<file path="src/rtl/pixel_unpacker.sv">
// Unpacks DDR read words (PIX_PER_WORD x PIX_W pixels, top bits pad) into a pixel stream; PIXEL_UNPACKER_PAD_CHECK_EN builds the sticky pad_err check.
// Latency: a word accepted in cycle N presents its first pixel in cycle N+1.
// Backpressure: 2-word buffer; word_ready drops only while both entries are full, pixel outputs hold while pix_ready is low.
module pixel_unpacker #(
    parameter int PIX_W        = 24,
    parameter int PIX_PER_WORD = 5,
    parameter int WORD_W       = 128,
    parameter int FRAME_PIXELS = 786432
) (
    input  logic              clk,
    input  logic              resetn,
    input  logic              frame_sync,
    input  logic              word_valid,
    output logic              word_ready,
    input  logic [WORD_W-1:0] word_data,
    output logic              pix_valid,
    input  logic              pix_ready,
    output logic [PIX_W-1:0]  pix_data,
    output logic              pix_last,
    output logic              frame_done,
    output logic              pad_err
);

    localparam int CNT_W  = $clog2(FRAME_PIXELS);
    localparam int IDX_W  = $clog2(PIX_PER_WORD);
    localparam int LIVE_W = PIX_W * PIX_PER_WORD;

    typedef enum logic [1:0] {EMPTY, ONE, FULL} occ_t;

    occ_t              occ;
    logic [LIVE_W-1:0] head_q;
    logic [LIVE_W-1:0] tail_q;
    logic [IDX_W-1:0]  pix_idx;
    logic [CNT_W-1:0]  frame_cnt;
    logic              push;
    logic              xfer;
    logic              pop;
    logic              last_idx;
    logic [PIX_W-1:0]  head_pix [PIX_PER_WORD];

    assign word_ready = (occ != FULL);
    assign pix_valid  = (occ != EMPTY);
    assign push       = word_valid && word_ready;
    assign xfer       = pix_valid && pix_ready;
    assign pix_last   = pix_valid && (frame_cnt == CNT_W'(FRAME_PIXELS - 1));
    assign last_idx   = (pix_idx == IDX_W'(PIX_PER_WORD - 1));
    // The last pixel of a frame retires the whole word; its remaining pixels are dropped.
    assign pop        = xfer && (last_idx || pix_last);

    for (genvar k = 0; k < PIX_PER_WORD; k++) begin : g_pix
        assign head_pix[k] = head_q[k*PIX_W +: PIX_W];
    end

    assign pix_data = pix_valid ? head_pix[pix_idx] : '0;

    always_ff @(posedge clk or negedge resetn) begin
        if (!resetn) begin
            occ    <= EMPTY;
            head_q <= '0;
            tail_q <= '0;
        end else if (frame_sync) begin
            occ <= EMPTY;
        end else begin
            case ({push, pop})
                2'b10: begin
                    if (occ == EMPTY) head_q <= word_data[LIVE_W-1:0];
                    else              tail_q <= word_data[LIVE_W-1:0];
                    occ <= (occ == EMPTY) ? ONE : FULL;
                end
                2'b01: begin
                    head_q <= tail_q;
                    occ    <= (occ == FULL) ? ONE : EMPTY;
                end
                // Push and pop together only happen at ONE: the new word replaces the head.
                2'b11: head_q <= word_data[LIVE_W-1:0];
                default: ;
            endcase
        end
    end

    always_ff @(posedge clk or negedge resetn) begin
        if (!resetn) begin
            pix_idx    <= '0;
            frame_cnt  <= '0;
            frame_done <= 1'b0;
        end else begin
            frame_done <= 1'b0;
            if (frame_sync) begin
                pix_idx   <= '0;
                frame_cnt <= '0;
            end else if (xfer) begin
                pix_idx    <= pop ? '0 : pix_idx + IDX_W'(1);
                frame_cnt  <= pix_last ? '0 : frame_cnt + CNT_W'(1);
                frame_done <= pix_last;
            end
        end
    end

`ifdef PIXEL_UNPACKER_PAD_CHECK_EN
    always_ff @(posedge clk or negedge resetn) begin
        if (!resetn) begin
            pad_err <= 1'b0;
        end else if (frame_sync) begin
            pad_err <= 1'b0;
        end else if (push && (|word_data[WORD_W-1:LIVE_W])) begin
            pad_err <= 1'b1;
        end
    end
`else
    logic unused_pad_bits;
    assign unused_pad_bits = ^word_data[WORD_W-1:LIVE_W];
    assign pad_err         = 1'b0;
`endif

endmodule

</file>
<file path="config.mk">
export PLATFORM = sky130hd
export DESIGN_NAME = pixel_unpacker
export DESIGN_NICKNAME = d
export VERILOG_FILES = /design/src/rtl/pixel_unpacker.sv
export SDC_FILE = /design/constraint.sdc
export NUM_CORES = 1
export LEC_CHECK = 0
export ABC_AREA = 1
export ABC_CLOCK_PERIOD_IN_PS = 2150
export CORE_ASPECT_RATIO = 0.7
export CORE_UTILIZATION = 40
export CTS_CLUSTER_DIAMETER = 120
export CTS_CLUSTER_SIZE = 20
export DETAILED_ROUTE_END_ITERATION = 7
export HOLD_SLACK_MARGIN = 0.12
export SYNTH_ARGS = -nofsm -noshare
export SYNTH_HDL_FRONTEND = slang
export SYNTH_SLANG_ARGS = --single-unit
</file>
<file path="constraint.sdc">
create_clock -name clk -period 2.15 [get_ports clk]
set_input_delay 0.3225 -clock clk [delete_from_list [all_inputs] [get_ports clk]]
set_output_delay 0.3225 -clock clk [all_outputs]
set_load 0.01 [all_outputs]
</file>
==> impl_metrics.json, run 1 <==
{
  "grt_overflow_total": 0,
  "ant_nets": 0,
  "track_usage_pct": 25.8,
  "wl_per_cell_um": 18.0,
  "grt_max_degree": 62,
  "async_flop_share_pct": 100,
  "end_kind": "flip-flop",
  "core-area_um2": 32300,
  "dp_cells": 2397,
  "synth_edf_count": 0,
  "setup.worst_path.start_class": "flip-flop",
  "synthDistinctLibCells": 29,
  "netlist_top_cells_area": "dfrtp_1 51%, nand2_1 20%, o21ai_0 11%",
  "total_power_w": 0.0158,
  "hp-class": "primary input to async pin",
  "ys_seq_elements": 266,
  "tritoncts": "done",
  "pin_count": 162,
  "post-synth-top-area-cell": "dfrtp_1",
  "cts_num_sinks": 266,
  "grt_pass1_wl_um": 67300,
  "worst_pin_slew_ns": 0.526,
  "vias": 12622,
  "slew_violations": 0,
  "die_x_um": 219,
  "cts-buffers-inserted": 17,
  "setup_viol": 243,
  "ir_worst_vdd_mv": 0.407,
  "clock_latency_ns": 0.51,
  "slew_headroom_pct": 64.9,
  "fp.dieH_um": 154,
  "outcome": "finished with violations",
  "syn_area_um2": 13200,
  "worst-endpoint-required_ns": 2.56,
  "antenna_found_initial": 0,
  "rsz0062_at_grt": "yes",
  "drv_cap": 0,
  "postLayoutCoreUtil_pct": 58.8,
  "cts_buffer_depth": 3,
  "fin_crit_ns": 2.35,
  "synth_nets": 1933,
  "ys.flop_type": "dfrtp_1",
  "vias_per_cell": 5.04,
  "drcViolationCount": 0,
  "synth_top_cell_area_share_pct": 50.6,
  "drt-pass1-iter-count": 6,
  "ctsHtreeMaxLevel": 1,
  "dieArea_um2": 33700,
  "ys_seq_area_share_pct": 50.6,
  "stdcell_count": 2503,
  "fin_setup_tns_ns": -20.06,
  "areaGrowthSynthToFinish_pct": 44.5,
  "synth_common_cells": "686 x nand2_1, 298 x o21ai_0, 266 x dfrtp_1, 260 x inv_1, 81 x nor2_1",
  "failed_checks": "negative setup slack",
  "nNetsFinal": 2213,
  "hpwl_um": 26900,
  "io_buffers": 152,
  "grt_pass1_vias": 11940,
  "crit_arrival_ns": 2.76,
  "fin_skew_ns": 0.0167,
  "initial_utilization_pct": 40.7,
  "period_share_pct": 109,
  "layout-drive-gt1-share_pct": 22.3,
  "path_class": "flip-flop to flip-flop",
  "dp_slack_ns": -0.171,
  "powerDensity_nw_per_um2": 833,
  "drt_iter0_markers": 1213,
  "diodes": 0,
  "clkTransAtPathRegs_ns": 0.09,
  "yosysMostFrequentCell": "nand2_1",
  "cts-root-buf": "clkbuf_16",
  "synth_warnings": 0,
  "layout_setup_ws_ns": -0.204,
  "path_max_fanout": 7,
  "fmaxAchievable_mhz": 425,
  "hold_viol": 0,
  "avgSynthCellArea_um2": 7.33,
  "wl_um": 45100,
  "rows": 55,
  "p_leak_nw": 9.83,
  "netlist_instances": 1797,
  "gp_congestion": 0.899
}
## metrics by stage
step | area [um2] | hold slack, ns
after floorplan | 13200 | 0.0269
after global placement | 16000 | 0.317
after detailed placement | 16000 | 0.316
after CTS | 18100 | 0.371
after global routing | 19000 | 0.395
final | 19000 | 0.361
## sequential cells by signal (all words and copies together) (netlist names)
register    cells
head_q        120
pix_idx         3
occ             2
tail_q        120
frame_cnt      20
frame_done      1
## layer usage
metal,up-vias,share of wire [%],track usage (%)
met4,0,2.7,6.08
li1,6087,-,-
met2,465,44,39.1
met5,-,0,0
met3,80,7.3,4.77
met1,5990,46,38.0
## cell type report
cell class	count	area, um2
Inverter	265	1010
Timing Repair Buffer	361	4490
Fill cell	2797	13300
Sequential cell	266	6660
Clock buffer	17	425
Tap cell	427	534
Multi-Input combinational cell	1165	5870
Clock inverter	1	16.3
Timing Repair inverter	1	16.3
## critical path, cell delays in order (launching register included)
cell and delay (ns):
dfrtp_2 0.47, clkinv_4 0.13, buf_16 0.15, buf_4 0.12, ha_4 0.13, nand2_4 0.05
nand2_4 0.08, nand3_4 0.20, buf_12 0.23, buf_4 0.15, buf_16 0.14, nand2_1 0.08
o21ai_2 0.06, buf_4 0.13, nand2_2 0.07, nand2_1 0.06
## cell families after synthesis
logic type / count (synthesis) / synth area share [%]
compound gates: 360 / 14.1
xor+xnor: 8 / 0.532
fa+ha+maj: 3 / 0.285
buf+inv: 366 / 11.3
flops: 266 / 50.6
other cells: 1 / 0.0285
simple gates: 793 / 23.2
## final timing paths
path	endpoint	slack (ns)	cells past startpoint	from
max	head_q[90]	-0.20	15	pix_idx[0]
min	tail_q[28]	0.36	2	resetn
max reg2reg	head_q[90]	-0.20	15	pix_idx[0]
min reg2reg	tail_q[45]	0.49	2	tail_q[45]
max in group asynchronous	tail_q[44]	1.09	3	resetn
min in group clk	tail_q[108]	0.38	3	word_data[108]
## repair_timing
item	in CTS	in global routing
gates cloned	30	14
hold buffers	1	0
endpoints found under the hold margin	53	0
pin swaps	61	51
setup endpoints to repair	107	277
gates resized for setup	368	212
buffers inserted	35	16
## placed cells by master, fill, tap and decap left out, types with 13 or more instances in the layout
| cell | count |
|---|---|
| dfrtp_1 | 263 |
| nor2_1 | 64 |
| nand2_1 | 600 |
| inv_1 | 257 |
| o21ai_0 | 149 |
| o22ai_2 | 17 |
| buf_12 | 42 |
| clkbuf_16 | 30 |
| clkdlybuf4s50_1 | 126 |
| buf_2 | 24 |
| buf_6 | 41 |
| nand2_2 | 80 |
| o21ai_1 | 101 |
| a21oi_2 | 18 |
| o21ai_2 | 38 |
| buf_16 | 29 |
| a21oi_1 | 13 |
| buf_4 | 80 |
## power breakdown
part | switching (W) | total (W) | internal [W]
Combinational | 0.00261 | 0.00486 | 0.00224
Clock | 0.00177 | 0.00321 | 0.00144
Sequential | 0.00118 | 0.00777 | 0.00659
(Power assumes the default switching activity.)
==> run 2: changes to the inputs <==
- CELL_PAD_IN_SITES_DETAIL_PLACEMENT: default -> 1
- CELL_PAD_IN_SITES_GLOBAL_PLACEMENT: default -> 1
- CORE_UTILIZATION: 40 -> 37
- PLACE_DENSITY_LB_ADDON: default -> 0.1
==> run 2 against run 1 <==
Effect of this change: the run still ends with negative setup slack left; die area increased by 8.0%; global-route usage shrank 0.53 points; sequential power is 2% higher; first-iteration DRC count rose by 20%; non-clock buffer count up 15; critical path depth decreased by 8; via count rose by 7.6%; final cell count up 2.4%; sequential share of layout area fell by 1.9 points; clock-buffer cell count unchanged; largest cell class unchanged.
==> impl_metrics.json, run 2 (same netlist as run 1, synthesis figures left out) <==
{
  "post_dp_cell_area_um2": 16000,
  "diodes": 0,
  "drv_cap": 0,
  "ctsHtreeMaxLevel": 1,
  "worst-endpoint-required_ns": 1.83,
  "path_max_fanout": 10,
  "critical_path.top_delay_family": "compound AO/OA/AOI/OAI gates",
  "crit_chain": "clkinv_4, buf_8, nor2_1, o22ai_1, nand2_1, a21oi_1, buf_2",
  "vias": 13575,
  "post-route-cell-area_um2": 20100,
  "grt_max_degree": 84,
  "antenna_found_initial": 0,
  "initial_utilization_pct": 37.7,
  "top_regs": "head_q x120, tail_q x120, frame_cnt x20",
  "vias_per_cell": 5.30,
  "cts_num_sinks": 266,
  "rows": 57,
  "areaGrowthSynthToFinish_pct": 52.7,
  "netSwitchingFraction_pct": 38.1,
  "p_clk_share_pct": 20.4,
  "grt_pass1_wl_um": 70900,
  "dp_slack_ns": -0.152,
  "final_cell_mix": "518 x nand2_1, 264 x dfrtp_1, 257 x inv_1, 148 x o21ai_0, 126 x clkdlybuf4s50_1",
  "wl_um": 58700,
  "dieArea_um2": 36300,
  "switchingPower_w": 0.00626,
  "path_buf_inv": 3,
  "clkTransAtPathRegs_ns": 0.09,
  "postLayoutCoreUtil_pct": 57.6,
  "slowest_delay_ns": 0.49,
  "fin_crit_ns": 2.49,
  "crit_arrival_ns": 2.17,
  "nNetsFinal": 2228,
  "grt_overflow_total": 0,
  "gp_congestion": 0.870,
  "internal-power_w": 0.0102,
  "clock_latency_ns": 0.53,
  "cts-buffers-inserted": 17,
  "core-area_um2": 34900,
  "drcViolationCount": 0,
  "ir_worst_vdd_mv": 0.461,
  "fmaxAchievable_mhz": 402,
  "cts_buffer_depth": 3,
  "powerDensity_nw_per_um2": 818,
  "layout-drive-gt1-share_pct": 28.3,
  "cts-root-buf": "clkbuf_16",
  "drt-pass1-iter-count": 5,
  "end_kind": "output pin",
  "fp.dieH_um": 160,
  "setup_viol": 262,
  "hold_viol": 0,
  "ant_nets": 0,
  "wl_per_cell_um": 22.9,
  "grt_pass1_vias": 12620,
  "combinationalPowerShare_pct": 31.6,
  "power_frac_seq_pct": 48.0,
  "hp-class": "primary input to async pin",
  "mostFrequentLayoutCell": "nand2_1",
  "failed_checks": "negative setup slack",
  "slew_violations": 0,
  "setup.worst_path.start_class": "flip-flop",
  "die_x_um": 227,
  "layout_setup_ws_ns": -0.339,
  "fin_skew_ns": 0.0236,
  "track_usage_pct": 25.2,
  "critPathSlowestCell": "dfrtp_2",
  "rsz0062_at_grt": "yes",
  "path_class": "flip-flop to output pin",
  "io_buffers": 152,
  "drt_iter0_markers": 1455,
  "pin_count": 162,
  "outcome": "finished with violations",
  "whs_ns": 0.263,
  "p_leak_nw": 10.3,
  "period_share_pct": 116,
  "hpwl_um": 31200,
  "tritoncts": "done"
}
==> run 2: cell types whose count changed in the layout (fill, tap and decap cells not counted), sizes merged <==
cell | previous run | this run
inv | 262 | 264
clkinv | 5 | 3
buf | 221 | 209
clkbuf | 30 | 57
==> run 2: power groups by stage <==
stage	clock (W)	sequential (W)	combinational [W]
floorplan	0	0.00729	0.00233
global placement	0	0.00772	0.00372
detailed placement	0	0.00779	0.00390
CTS	0.00335	0.00775	0.00408
global route	0.00353	0.00801	0.00571
finish	0.00335	0.00789	0.00519
==> run 2: area by class of cell <==
type / instances / area, um2
Fill cell: 4039 / 14800
Timing Repair Buffer: 376 / 4910
Clock inverter: 1 / 16.3
Sequential cell: 266 / 6660
Timing Repair inverter: 1 / 11.3
Clock buffer: 17 / 425
Inverter: 265 / 1020
Tap cell: 472 / 591
Multi-Input combinational cell: 1165 / 6470
==> run 2: worst paths after layout <==
kind                                  to  slack, ns      startpoint  cells after the start
hold / removal                tail_q[69]       0.26          resetn                      2
min in group clk             tail_q[105]       0.38  word_data[105]                      3
setup reg to reg              head_q[86]      -0.21    frame_cnt[0]                     16
hold reg to reg            frame_cnt[19]       0.49   frame_cnt[19]                      1
max in group asynchronous     pix_idx[0]       1.11          resetn                      3
setup / recovery             pix_data[0]      -0.34      pix_idx[0]                      7
==> run 2: stage by stage <==
| stage | TNS (ns) | cells | power (W) |
|---|---|---|---|
| floorplan | 0 | 1797 | 0.00962 |
| global placement | -4.68 | 2440 | 0.0114 |
| detailed placement | -6.04 | 2440 | 0.0117 |
| CTS | -4.48 | 2482 | 0.0152 |
| global route | -44.77 | 2563 | 0.0173 |
| finish | -24.98 | 2563 | 0.0164 |
==> run 2: worst reg2reg max path: cells and delay by family, from the launching register on <==
kind	cells	cell delay, ns
AOI/OAI and AO/OA	1	0.07
adders and majority gates	1	0.20
buffers and inverters	4	0.65
DFF	1	0.39
and+or+nand+nor	10	0.95
==> run 2: per-layer routing <==
metal | GRT usage (%) | routed length, um
met5 | 0 | 0
met4 | 4.94 | 1490
met3 | 3.55 | 3610
met2 | 38.6 | 26600
met1 | 37.9 | 26900
==> run 2: repair_timing <==
action                                 4_1_cts  5_1_grt
pin swaps                                   47      112
hold buffers                                 1        0
setup buffers                               13       35
setup endpoints to repair                  226      255
cloned                                      10       63
endpoints found under the hold margin      266        0
gates resized for setup                    251      537
==> run 3: changes to the inputs <==
- MAX_ROUTING_LAYER: default -> met4
==> run 3 against run 2 <==
Effect of this change: the flow still finishes with violations (negative setup slack); sequential share of layout area down 0.17 points; sequential power about the same; flip-flop and latch count unchanged; worst hold slack worse by 0.00060 ns; via count down 0.71%; critical path type unchanged; critical endpoint is now pix_data[21]; largest power group unchanged.
==> impl_metrics.json, run 3 (same netlist as run 1, synthesis figures left out) <==
{
  "p_leak_nw": 10.3,
  "nNetsFinal": 2227,
  "vias": 13478,
  "grt.busiest_layer": "met2",
  "core-area_um2": 34900,
  "path_buf_inv": 4,
  "dieArea_um2": 36300,
  "drt_iter0_markers": 1211,
  "grt_pass1_wl_um": 71100,
  "end_kind": "output pin",
  "use_met1_pct": 38.1,
  "areaGrowthSynthToFinish_pct": 53.5,
  "dp_slack_ns": -0.152,
  "outcome": "finished with violations",
  "fp.dieH_um": 160,
  "antenna_found_initial": 0,
  "grt_use_met3_pct": 3.46,
  "final_cell_mix": "505 x nand2_1, 264 x dfrtp_1, 257 x inv_1, 144 x o21ai_0, 126 x clkdlybuf4s50_1",
  "cts-root-buf": "clkbuf_16",
  "failed_checks": "negative setup slack",
  "rsz0062_at_grt": "yes",
  "drt-pass1-iter-count": 5,
  "path_max_fanout": 9,
  "crit_arrival_ns": 2.13,
  "fmaxAchievable_mhz": 408,
  "crit_chain": "clkinv_4, buf_12, buf_16, o21ai_2, o22ai_2, nand2_1, a21oi_2, buf_2",
  "mostFrequentLayoutCell": "nand2_1",
  "grt_overflow_total": 0,
  "path_class": "flip-flop to output pin",
  "grt_max_degree": 84,
  "track_usage_pct": 26.0,
  "slowest_delay_ns": 0.49,
  "cts_buffer_depth": 3,
  "cts_num_sinks": 266,
  "vias_per_cell": 5.26,
  "slew_violations": 0,
  "grt_pass1_vias": 12592,
  "layout-drive-gt1-share_pct": 29.1,
  "pin_count": 162,
  "io_buffers": 152,
  "initial_utilization_pct": 37.7,
  "die_x_um": 227,
  "hpwl_um": 31200,
  "clock_latency_ns": 0.53,
  "hp-class": "primary input to async pin",
  "drcViolationCount": 0,
  "hold_viol": 0,
  "setup_viol": 267,
  "cts-buffers-inserted": 17,
  "layout_setup_ws_ns": -0.302,
  "diodes": 0,
  "grt_util_met2_pct": 38.7,
  "powerDensity_nw_per_um2": 813,
  "rows": 57,
  "fin_setup_tns_ns": -29.88,
  "ir_worst_vdd_mv": 0.439,
  "period_share_pct": 114,
  "fin_crit_ns": 2.45,
  "critical_path.top_delay_family": "buffers and inverters",
  "ant_nets": 0,
  "wl_per_cell_um": 22.5,
  "tritoncts": "done",
  "gp_congestion": 0.885,
  "clkTransAtPathRegs_ns": 0.09,
  "fin_skew_ns": 0.0267,
  "total_power_w": 0.0164,
  "postLayoutCoreUtil_pct": 57.9,
  "wl_um": 57700,
  "worst-endpoint-required_ns": 1.83,
  "drv_cap": 0,
  "critPathSlowestCell": "dfrtp_2",
  "ctsHtreeMaxLevel": 1,
  "setup.worst_path.start_class": "flip-flop",
  "top_regs": "head_q x120, tail_q x120, frame_cnt x20"
}
-- run 3: cell count changes in the layout (fill, tap and decap cells not counted), moves of 2 or more --
cell / before / now
buf_12: 42 / 40
buf_16: 16 / 13
buf_6: 43 / 41
buf_8: 16 / 21
nand2_1: 518 / 505
nand2_4: 63 / 75
o21ai_0: 148 / 144
o21ai_1: 46 / 51
o21ai_2: 87 / 79
o21ai_4: 17 / 24
o22ai_1: 10 / 6
o22ai_2: 16 / 20
-- run 3: through the flow --
step | instance area [um2] | hold slack [ns] | std cells
4_1_cts | 17000 | 0.265 | 2482
3_5_place_dp | 16000 | 0.213 | 2440
2_1_floorplan | 13200 | 0.0269 | 1797
3_3_place_gp | 16000 | 0.213 | 2440
5_1_grt | 20200 | 0.282 | 2562
6_report | 20200 | 0.262 | 2562
-- run 3: final timing paths --
path                                    start       endpoint  slack, ns  cells past startpoint
worst max-delay path               pix_idx[0]   pix_data[21]      -0.30                      8
worst min-delay path                   resetn     tail_q[69]       0.26                      2
worst max register to register     pix_idx[0]     head_q[33]      -0.22                     15
worst min register to register  frame_cnt[19]  frame_cnt[19]       0.49                      1
max in group asynchronous              resetn  frame_cnt[11]       1.12                      3
min in group clk                word_data[25]     tail_q[25]       0.38                      3
-- run 3: where the power goes --
part | total [W] | switching [W] | internal, W | leakage [nW]
Clock | 0.00332 | 0.00187 | 0.00144 | 0.217
Sequential | 0.00790 | 0.00130 | 0.00660 | 3.35
Combinational | 0.00522 | 0.00308 | 0.00214 | 6.78
Total | 0.0164 | 0.00625 | 0.0102 | 10.3
-- run 3: cell type report --
type,instances,area (um2)
clock buffer,17,425
inverter,265,1010
timing repair buffer,374,4840
timing repair inverter,2,20.0
fill,3995,14700
tap,472,591
sequential,266,6660
clock inverter,1,16.3
multi-input combinational,1165,6650
-- run 3: repair_timing --
item,CTS,global route
gates resized for setup,251,578
cloned,10,59
pin swaps,47,123
endpoints found under the setup margin,226,256
endpoints found under the hold margin,266,0
setup buffers,13,37
hold buffers,1,0
-- run 3: worst register-to-register path: stages, from the launching register on --
cell and delay [ns]:
dfrtp_2 0.49, clkinv_4 0.15, buf_4 0.17, ha_2 0.19, nand2_4 0.10, nand2_4 0.08
buf_6 0.12, nand2_4 0.06, a21oi_4 0.06, buf_12 0.14, buf_8 0.13, buf_12 0.15
buf_4 0.14, buf_4 0.12, nand2_1 0.08, nand2_1 0.06
-- run 3: per-layer routing --
layer,routed length [um],vias to the layer above
met2,26100,461
met4,1510,0
li1,-,6106
met3,3700,106
met1,26400,6805
met5,0,-
